==> src/rtl/mac_pkg.sv <==
// mac_pkg: shared types for the MAC feeder slice.
//   DATA_W / ACC_W   default operand and MAC product widths
//   feeder_state_e   sequencing FSM states of mac_feeder
//   mac_pair_t       one buffered operand pair {last, m, q}
package mac_pkg;

    localparam int DATA_W = 16;
    localparam int ACC_W  = 40;

    typedef enum logic [1:0] {
        ST_IDLE,
        ST_ISSUE,
        ST_WAIT,
        ST_OUT
    } feeder_state_e;

    typedef struct packed {
        logic              last;
        logic [DATA_W-1:0] m;
        logic [DATA_W-1:0] q;
    } mac_pair_t;

endpackage

==> src/rtl/mac_feeder_fifo.sv <==
// mac_feeder_fifo: synchronous FIFO of mac_pair_t.
//   clk, rst     clock, asynchronous active-high reset
//   push, din    write request and data (ignored while full)
//   pop, dout    read request (ignored while empty); dout shows the head
//   full, empty  occupancy flags
//   count        number of stored entries (0..DEPTH)
module mac_feeder_fifo
    import mac_pkg::*;
#(
    parameter int DEPTH = 8
) (
    input  logic                     clk,
    input  logic                     rst,
    input  logic                     push,
    input  mac_pair_t                din,
    input  logic                     pop,
    output mac_pair_t                dout,
    output logic                     full,
    output logic                     empty,
    output logic [$clog2(DEPTH):0]   count
);

    localparam int PTR_W = $clog2(DEPTH);

    mac_pair_t        mem [DEPTH];
    logic [PTR_W-1:0] wr_ptr;
    logic [PTR_W-1:0] rd_ptr;
    logic             do_push;
    logic             do_pop;

    assign full    = (count == (PTR_W + 1)'(DEPTH));
    assign empty   = (count == '0);
    assign do_push = push && !full;
    assign do_pop  = pop && !empty;
    assign dout    = mem[rd_ptr];

    // NOTE: the storage array has no reset; the pointers and count alone
    // decide which entries are valid, so clearing the data is wasted logic.
    always_ff @(posedge clk) begin
        if (do_push) begin
            mem[wr_ptr] <= din;
        end
    end

    // DEPTH is a power of two, so the pointers wrap by plain overflow.
    always_ff @(posedge clk or posedge rst) begin
        if (rst) begin
            wr_ptr <= '0;
            rd_ptr <= '0;
            count  <= '0;
        end else begin
            if (do_push) begin
                wr_ptr <= wr_ptr + 1'b1;
            end
            if (do_pop) begin
                rd_ptr <= rd_ptr + 1'b1;
            end
            case ({do_push, do_pop})
                2'b10:   count <= count + 1'b1;
                2'b01:   count <= count - 1'b1;
                default: count <= count;
            endcase
        end
    end

endmodule

==> src/rtl/mac_feeder.sv <==
// mac_feeder: buffers signed operand pairs and issues them one at a time to
// mac_top over its start/ready handshake. Because mac_top never clears, each
// vector's dot product is reported as (final product - snapshot taken just
// before the vector's first issue), modulo 2^ACC_W.
//   clk, rst                        clock, asynchronous active-high reset
//   s_valid/s_ready, s_m/s_q/s_last operand pair input stream
//   mac_start, mac_m, mac_q         issue pulse and operands to mac_top
//   mac_ready, mac_product          completion and running product from mac_top
//   res_valid/res_ready             result handshake
//   res_data, res_count             vector dot product and pair count
//   busy                            FSM active or FIFO holding pairs
module mac_feeder #(
    parameter int DATA_W = mac_pkg::DATA_W,
    parameter int ACC_W  = mac_pkg::ACC_W,
    parameter int DEPTH  = 8,
    parameter int CNT_W  = 8
) (
    input  logic              clk,
    input  logic              rst,
    input  logic              s_valid,
    output logic              s_ready,
    input  logic [DATA_W-1:0] s_m,
    input  logic [DATA_W-1:0] s_q,
    input  logic              s_last,
    output logic              mac_start,
    output logic [DATA_W-1:0] mac_m,
    output logic [DATA_W-1:0] mac_q,
    input  logic              mac_ready,
    input  logic [ACC_W-1:0]  mac_product,
    output logic              res_valid,
    input  logic              res_ready,
    output logic [ACC_W-1:0]  res_data,
    output logic [CNT_W-1:0]  res_count,
    output logic              busy
);

    import mac_pkg::*;

    feeder_state_e          state;
    feeder_state_e          state_nxt;
    mac_pair_t              in_pair;
    mac_pair_t              head;
    logic                   fifo_pop;
    logic                   fifo_full;
    logic                   fifo_empty;
    logic [$clog2(DEPTH):0] fifo_count;
    logic                   first_q;
    logic                   last_q;
    logic [DATA_W-1:0]      mac_m_q;
    logic [DATA_W-1:0]      mac_q_q;
    logic [ACC_W-1:0]       base_q;
    logic [CNT_W-1:0]       count_q;

    assign in_pair = {s_last, s_m, s_q};

    mac_feeder_fifo #(
        .DEPTH (DEPTH)
    ) u_fifo (
        .clk   (clk),
        .rst   (rst),
        .push  (s_valid),
        .din   (in_pair),
        .pop   (fifo_pop),
        .dout  (head),
        .full  (fifo_full),
        .empty (fifo_empty),
        .count (fifo_count)
    );

    // NOTE: state and datapath registers use non-blocking assignments so every
    // flop samples the pre-edge values of the others.
    always_ff @(posedge clk or posedge rst) begin
        if (rst) begin
            state <= ST_IDLE;
        end else begin
            state <= state_nxt;
        end
    end

    // NOTE: every output of this block gets a default before the case, so no
    // path leaves a signal unassigned and no latch is inferred.
    always_comb begin
        state_nxt = state;
        fifo_pop  = 1'b0;
        case (state)
            ST_IDLE: begin
                if (!fifo_empty) begin
                    state_nxt = ST_ISSUE;
                end
            end
            ST_ISSUE: begin
                fifo_pop  = 1'b1;
                state_nxt = ST_WAIT;
            end
            // ISSUE lasts one cycle, so the ready seen alongside mac_start is
            // never examined here; WAIT only looks at later cycles.
            ST_WAIT: begin
                if (mac_ready) begin
                    if (last_q) begin
                        state_nxt = ST_OUT;
                    end else if (!fifo_empty) begin
                        state_nxt = ST_ISSUE;
                    end else begin
                        state_nxt = ST_IDLE;
                    end
                end
            end
            ST_OUT: begin
                if (res_ready) begin
                    state_nxt = fifo_empty ? ST_IDLE : ST_ISSUE;
                end
            end
            default: state_nxt = ST_IDLE;
        endcase
    end

    always_ff @(posedge clk or posedge rst) begin
        if (rst) begin
            mac_m_q   <= '0;
            mac_q_q   <= '0;
            last_q    <= 1'b0;
            first_q   <= 1'b1;
            base_q    <= '0;
            count_q   <= '0;
            res_data  <= '0;
            res_count <= '0;
        end else begin
            case (state)
                ST_ISSUE: begin
                    mac_m_q <= head.m;
                    mac_q_q <= head.q;
                    last_q  <= head.last;
                    if (first_q) begin
                        // Snapshot the running product before this vector's
                        // first pair contributes to it.
                        base_q  <= mac_product;
                        first_q <= 1'b0;
                        count_q <= CNT_W'(1);
                    end else if (count_q != '1) begin
                        count_q <= count_q + 1'b1;
                    end
                end
                ST_WAIT: begin
                    if (mac_ready && last_q) begin
                        // Wrapping subtraction stays correct across MAC overflow.
                        res_data  <= mac_product - base_q;
                        res_count <= count_q;
                        first_q   <= 1'b1;
                    end
                end
                default: ;
            endcase
        end
    end

    // The head is shown directly during ISSUE so the operands are valid in the
    // mac_start cycle; the registered copy holds them until completion.
    assign mac_start = (state == ST_ISSUE);
    assign mac_m     = (state == ST_ISSUE) ? head.m : mac_m_q;
    assign mac_q     = (state == ST_ISSUE) ? head.q : mac_q_q;
    assign s_ready   = !fifo_full;
    assign res_valid = (state == ST_OUT);
    assign busy      = (state != ST_IDLE) || (fifo_count != '0);

endmodule

==> config.mk <==
export PLATFORM = sky130hd
export DESIGN_NAME = mac_feeder
export DESIGN_NICKNAME = d
export VERILOG_FILES = /design/src/rtl/mac_pkg.sv /design/src/rtl/mac_feeder_fifo.sv /design/src/rtl/mac_feeder.sv
export SDC_FILE = /design/constraint.sdc
export NUM_CORES = 1
export LEC_CHECK = 0
export ABC_AREA = 0
export BUFFER_PORTS_ARGS = -buffer_cell sky130_fd_sc_hd__buf_2
export CAP_MARGIN = 0
export CORE_ASPECT_RATIO = 0.8
export CORE_UTILIZATION = 60
export DETAILED_ROUTE_END_ITERATION = 6
export GPL_TIMING_DRIVEN = 0
export PLACE_DENSITY = 0.8
export SYNTH_ARGS = -nofsm -noshare
export SYNTH_HDL_FRONTEND = slang
export SYNTH_SLANG_ARGS = --single-unit
==> constraint.sdc <==
create_clock -name clk -period 11 [get_ports clk]
set_input_delay 1.1 -clock clk [delete_from_list [all_inputs] [get_ports clk]]
set_output_delay 1.1 -clock clk [all_outputs]
set_load 0.02 [all_outputs]
# After elaboration in Yosys (flattened, before gate mapping)
# Memory sizes are Yosys's and may differ from the RTL's.
# Index checks and enable logic that the tools add are counted.
dict set report op_classes {
  bitwise_logic 0
  n_div 0
  mux 16
  n_addsub 6
  mul 0
  n_eq_ne 11
  order_cmp 0
  n_shift 0
  reduce_logical 18
}
# op n
set op_table {}
lappend op_table {{$sub 40x40->40} 1}
lappend op_table {{$mux 16} 2}
lappend op_table {{$mux 8} 2}
lappend op_table {{$add 8x1->8 const B} 1}
lappend op_table {{$mux 2} 4}
lappend op_table {{$ne 8x8->1 const B} 1}
lappend op_table {{$pmux 2 s4} 1}
lappend op_table {{$pmux 4 s2} 1}
lappend op_table {{$reduce_and 2->1} 4}
lappend op_table {{$reduce_bool 2->1} 4}
lappend op_table {{$add 3x1->3 const B} 2}
lappend op_table {{$eq 2x2->1 const B} 3}
lappend op_table {{$ne 2x2->1 const B} 3}
lappend op_table {{$mux 1} 5}
lappend op_table {{$add 4x1->4 const B} 1}
lappend op_table {{$eq 2x1->1 const B} 2}
lappend op_table {{$eq 4x4->1 const B} 1}
lappend op_table {{$logic_not 4->1} 1}
lappend op_table {{$reduce_bool 4->1} 1}
lappend op_table {{$sub 4x1->4 const B} 1}
lappend op_table {{$logic_and 1x1->1} 3}
lappend op_table {{$reduce_and 3->1} 1}
lappend op_table {{$logic_not 1->1} 2}
lappend op_table {{$logic_not 2->1} 1}
lappend op_table {{other kinds (3)} 3}
dict set report word_totals {
  reg_bits 142
  out_inout_bits 84
  mem_bits_ro 0
  wordCells 64
  n_memories 1
  ram_bits 264
  latch_bits 0
}
# memory words word_bits rd rd_clocked_by_memory_dff write_ports line
set mem_list {}
lappend mem_list {u_fifo.mem 8 33 1 0 1 mac_feeder_fifo.sv:25} ;# mac_pair_t mem [DEPTH];

# Logic depth before layout (Yosys ltp)
dict set report depth {
  depth_word 5
  mapped_depth 12
}

# Hierarchy
# A second synthesis with hierarchy kept.
dict set report hier_totals {
  cells_unflattened 1205
  hier_area_um2 17720.7
}
# module instances area_each_um2 cells_per_inst seq_area_each_um2
set by_module_without_submodules {}
lappend by_module_without_submodules {mac_feeder_fifo 1 10680.2 450 8177.8}
lappend by_module_without_submodules {mac_feeder 1 7040.5 755 3304.4}

# Least setup slack after synthesis
# Ideal clock, no wire load.
dict set report synth_timing {
  path_type {input to register}
  startpoint {in s_valid}
  endpoint {mem u_fifo.mem[0][0] (netlist name), enable pin}
  arrival_time_ps 3788
  n_path_buf 0
  path_stages 3
  path_slack_ps 6748
  path_cell_list {nand2_1 > or2_2 > nor3_1}
}
dict set report synth_between {
  elab_chain_len 3
}
# item line
set synth_lines {}
lappend synth_lines {{start, declared} mac_feeder.sv:20} ;# input logic s_valid,
lappend synth_lines {{$logic_and 1x1->1} mac_feeder_fifo.sv:33} ;# assign do_push = push && !full;
lappend synth_lines {{$mux 1} mac_feeder_fifo.sv:40} ;# if (do_push) begin
lappend synth_lines {{$mux 1 (not written as such)} mac_feeder_fifo.sv:41} ;# mem[wr_ptr] <= din;
lappend synth_lines {{end, declared} mac_feeder_fifo.sv:25}
# Every way passes these cells.

# Final worst setup path
dict set report layout_timing {
  startpoint {reg u_fifo.rd_ptr[0]}
  endpoint {out mac_m[1]}
}
dict set report layout_between {
  elab_chain_len 2
}
# item line
set layout_lines {}
lappend layout_lines {{start, declared} mac_feeder_fifo.sv:27} ;# logic [PTR_W-1:0] rd_ptr;
lappend layout_lines {{start signal, assigned} mac_feeder_fifo.sv:56} ;# rd_ptr <= rd_ptr + 1'b1;
lappend layout_lines {{$mem_v2 8x33} -}
lappend layout_lines {{$mux 16} -}
lappend layout_lines {{end, declared} mac_feeder.sv:26} ;# output logic [DATA_W-1:0] mac_m,
# Every way passes these cells.

==> impl_metrics.env <==
export IMPL_drive_gt1_share_pct=22.54
export IMPL_synth_cell_types=56
export IMPL_power_share_clock_pct=22.6
export IMPL_synth_top_flop_cell="edfxtp_1"
export IMPL_synthSimpleGateAreaFrac_pct=7.179
export IMPL_end_kind="primary output"
export IMPL_path_depth=7
export IMPL_cts_root_buf="clkbuf_16"
export IMPL_num_vias=11220
export IMPL_critPathRequiredTime_ps=9900
export IMPL_rsz0062_at_grt="false"
export IMPL_regArea_um2=11480
export IMPL_muxShareOfSynthArea_pct=10.76
export IMPL_crit_chain="clkbuf_1 > buf_1 > buf_2 > mux4_2 > mux2i_1 > o21ai_0 > buf_2"
export IMPL_netlist_area_um2=17390
export IMPL_holdBufCountCts=0
export IMPL_fin_crit_ps=4577
export IMPL_cts_sinks=406
export IMPL_crit_path_top_delay_cell="buf_1"
export IMPL_vdd_ir_drop_max_mv=0.1667
export IMPL_hold_violations=0
export IMPL_holdWs_ps=471.2
export IMPL_combPwrFrac_pct=40.8
export IMPL_synth_top_family_by_area="multiplexers"
export IMPL_yosysSeqAreaShare_pct=66.02
export IMPL_final_cells=1864
export IMPL_wl_per_cell_um=22.60
export IMPL_synth_xor_area_share_pct=2.165
export IMPL_cts_tree="built"
export IMPL_synth_nets=1363
export IMPL_hpwl_um=26860
export IMPL_critPathKind="flip-flop to primary output"
export IMPL_fill_cells=1916
export IMPL_dp_slack_ps=6801
export IMPL_r2r_cells=11
export IMPL_routed_via_density=6.020
export IMPL_crit_buf_inv=4
export IMPL_worst_pin_slew_ps=1145
export IMPL_boundaryPins=162
export IMPL_critPathTopFamily="buffers and inverters"
export IMPL_antenna_left=0
export IMPL_cts_made_buffers=40
export IMPL_cp_max_fo=10
export IMPL_finalNetCount=1580
export IMPL_port_buffers=161
export IMPL_ctsResizeCount=0
export IMPL_die_w_um=192.4
export IMPL_first_pass_iters=5
export IMPL_setup_slack_ps=6423
export IMPL_p_int_mw=3.733
export IMPL_synth_edff_count=264
export IMPL_design_die_area_um2=29680
export IMPL_clk_latency_ps=550
export IMPL_slew_headroom_pct=23.63
export IMPL_rows=55
export IMPL_fin_skew_ps=23.80
export IMPL_grt_pass1_vias=11100
export IMPL_p_switching_mw=2.250
export IMPL_area_growth_pct=16.73
export IMPL_coreArea_um2=28350
export IMPL_synth_compound_area_share_pct=7.927
export IMPL_first_iter_violations=1126
export IMPL_antenna_found_initial=8
export IMPL_power_mw=5.982
export IMPL_fin_util_pct=71.61
export IMPL_fin_crit_sh_pct=41.61
export IMPL_postCtsSetupRepairBufs=0
export IMPL_maxSlewViolCount=0
export IMPL_die_height_um=154.3
export IMPL_setup_tns_final_ps=0
export IMPL_finalSetupViolations=0
export IMPL_ys_ff_latch=406
export IMPL_seqPwrFrac_pct=36.5
export IMPL_hp_class="flip-flop to flip-flop"
export IMPL_dpl_cell_area_um2=18980
export IMPL_drt_wl_total_um=42130
export IMPL_clkTransAtPathRegs_ps=60
export IMPL_synthArstFlopShare_pct=34.98
export IMPL_synth_fa_ha_area_share_pct=3.467
export IMPL_powerDensity_nw_per_um2=294.7
export IMPL_grt_pass1_wl_um=63880
export IMPL_power_leakage_nw=8.102
export IMPL_grt_max_degree=84
export IMPL_clock_path_buffers=3
export IMPL_htreeDepth=2
export IMPL_place_inst=1783
export IMPL_status="completed"
export IMPL_worst_ep_arrival_time_ps=3480
export IMPL_syn_inst=1238
export IMPL_finalInstanceArea_um2=20300
export IMPL_worst_path_largest_cell_delay_ps=660
export IMPL_maxCapViolCount=0
export IMPL_overflow=0
export IMPL_min_delay_path_depth=2
export IMPL_avgSynthCellArea_um2=14.05
export IMPL_gp_congestion=0.9013
export IMPL_yosysWarningCount=0
export IMPL_multi_input_area_um2=5534
export IMPL_worst_setup_path_start_kind="flip-flop"
export IMPL_grt_use_total_pct=29.07
export IMPL_start_util_pct=61.35
export IMPL_swShare_pct=37.60
export IMPL_max_freq_ghz=0.2185
export IMPL_cpMostUsedCell="buf_2"
export IMPL_drc=0
[flip-flops by register name (all words and copies together) (netlist names)]
signal         cells
mac_q_q           16
u_fifo.wr_ptr      3
state              2
last_q             1
res_count          8
u_fifo.rd_ptr      3
first_q            1
base_q            40
count_q            8
u_fifo.mem       264
u_fifo.count       4
res_data          40
mac_m_q           16
[per-layer routing]
metal | vias up | GRT usage (%) | wire (um)
met5 | - | 0 | 13
met4 | 2 | 11.36 | 1341
met3 | 105 | 5.582 | 3385
met2 | 526 | 44.78 | 19870
met1 | 5559 | 41.36 | 17530
li1 | 5030 | - | -
[cells in the mapped netlist (9+ instances only)]
cell,n,area (um^2)
clkbuf_1,42,157.7
xnor2_1,22,192.7
mux4_2,66,1486
a31oi_1,10,62.56
dfrtp_1,141,3528
o21ai_0,122,610.6
inv_1,54,202.7
nand2_1,184,690.7
ha_1,45,563.0
nand3_1,18,90.09
edfxtp_1,264,7928
xor2_1,21,183.9
a21o_1,18,135.1
nand4_1,11,68.82
a21oi_1,45,225.2
nand2b_1,10,62.56
buf_1,9,33.78
mux2i_1,34,340.3
nor2_1,35,131.4
[cell type report]
class,count,area share [%]
diodes,8,0.09861
plain buffers,58,1.128
clock buffers,58,5.707
clock inverters,15,0.7149
inverters,54,1.023
multi-input cells,720,27.26
flip-flops and latches,406,56.56
well taps,370,2.280
repair buffers,175,5.232
[logic make-up after synthesis]
kind of cell | after synthesis
AO/OA/AOI/OAI | 236
XOR/XNOR | 43
adder cells (fa/ha/maj) | 47
buffers and inverters | 112
flip-flops | 406
multiplexers | 104
AND/OR/NAND/NOR | 290
[worst paths after layout]
| path | end | startpoint | slack (ps) |
|---|---|---|---|
| worst min register to register | res_count[5] | res_count[5] | 470 |
| worst max register to register | res_data[38] | base_q[0] | 7600 |
| worst min-delay path | res_count[5] | res_count[5] | 470 |
| max in group asynchronous | first_q | rst | 9470 |
| worst max-delay path | mac_m[1] | u_fifo.rd_ptr[0] | 6420 |
| min in group asynchronous | base_q[14] | rst | 660 |
[layout by cell type, fill, tap and decap left out, types with 29 or more instances in the layout]
master,synthesis,routed
a21oi_1,45,45
buf_2,6,167
clkbuf_1,42,51
clkbuf_16,0,40
dfrtp_1,141,141
edfxtp_1,264,264
ha_1,45,45
inv_1,54,53
mux2i_1,34,34
mux4_2,66,66
nand2_1,184,184
nor2_1,35,29
o21ai_0,122,122
[worst reg2reg max path, cell delays in order, from the launching register on]
cell and delay [ps]:
dfrtp_1 390, ha_1 240, fa_1 450, nor2b_4 150, o211ai_2 100, a31oi_2 320, a311o_2 290, a32oi_2 150
a211o_1 400, a21o_1 250, or4_1 490, nand3_1 90
[power groups by stage]
stage | logic (mW) | registers [mW] | clock network [mW]
finish | 2.44 | 2.19 | 1.35
global route | 2.65 | 2.22 | 1.43
CTS | 2.43 | 2.19 | 1.37
detailed placement | 2.38 | 2.20 | 0
global placement | 2.26 | 2.20 | 0
floorplan | 1.57 | 2.26 | 0
(Power assumes the default switching activity.)
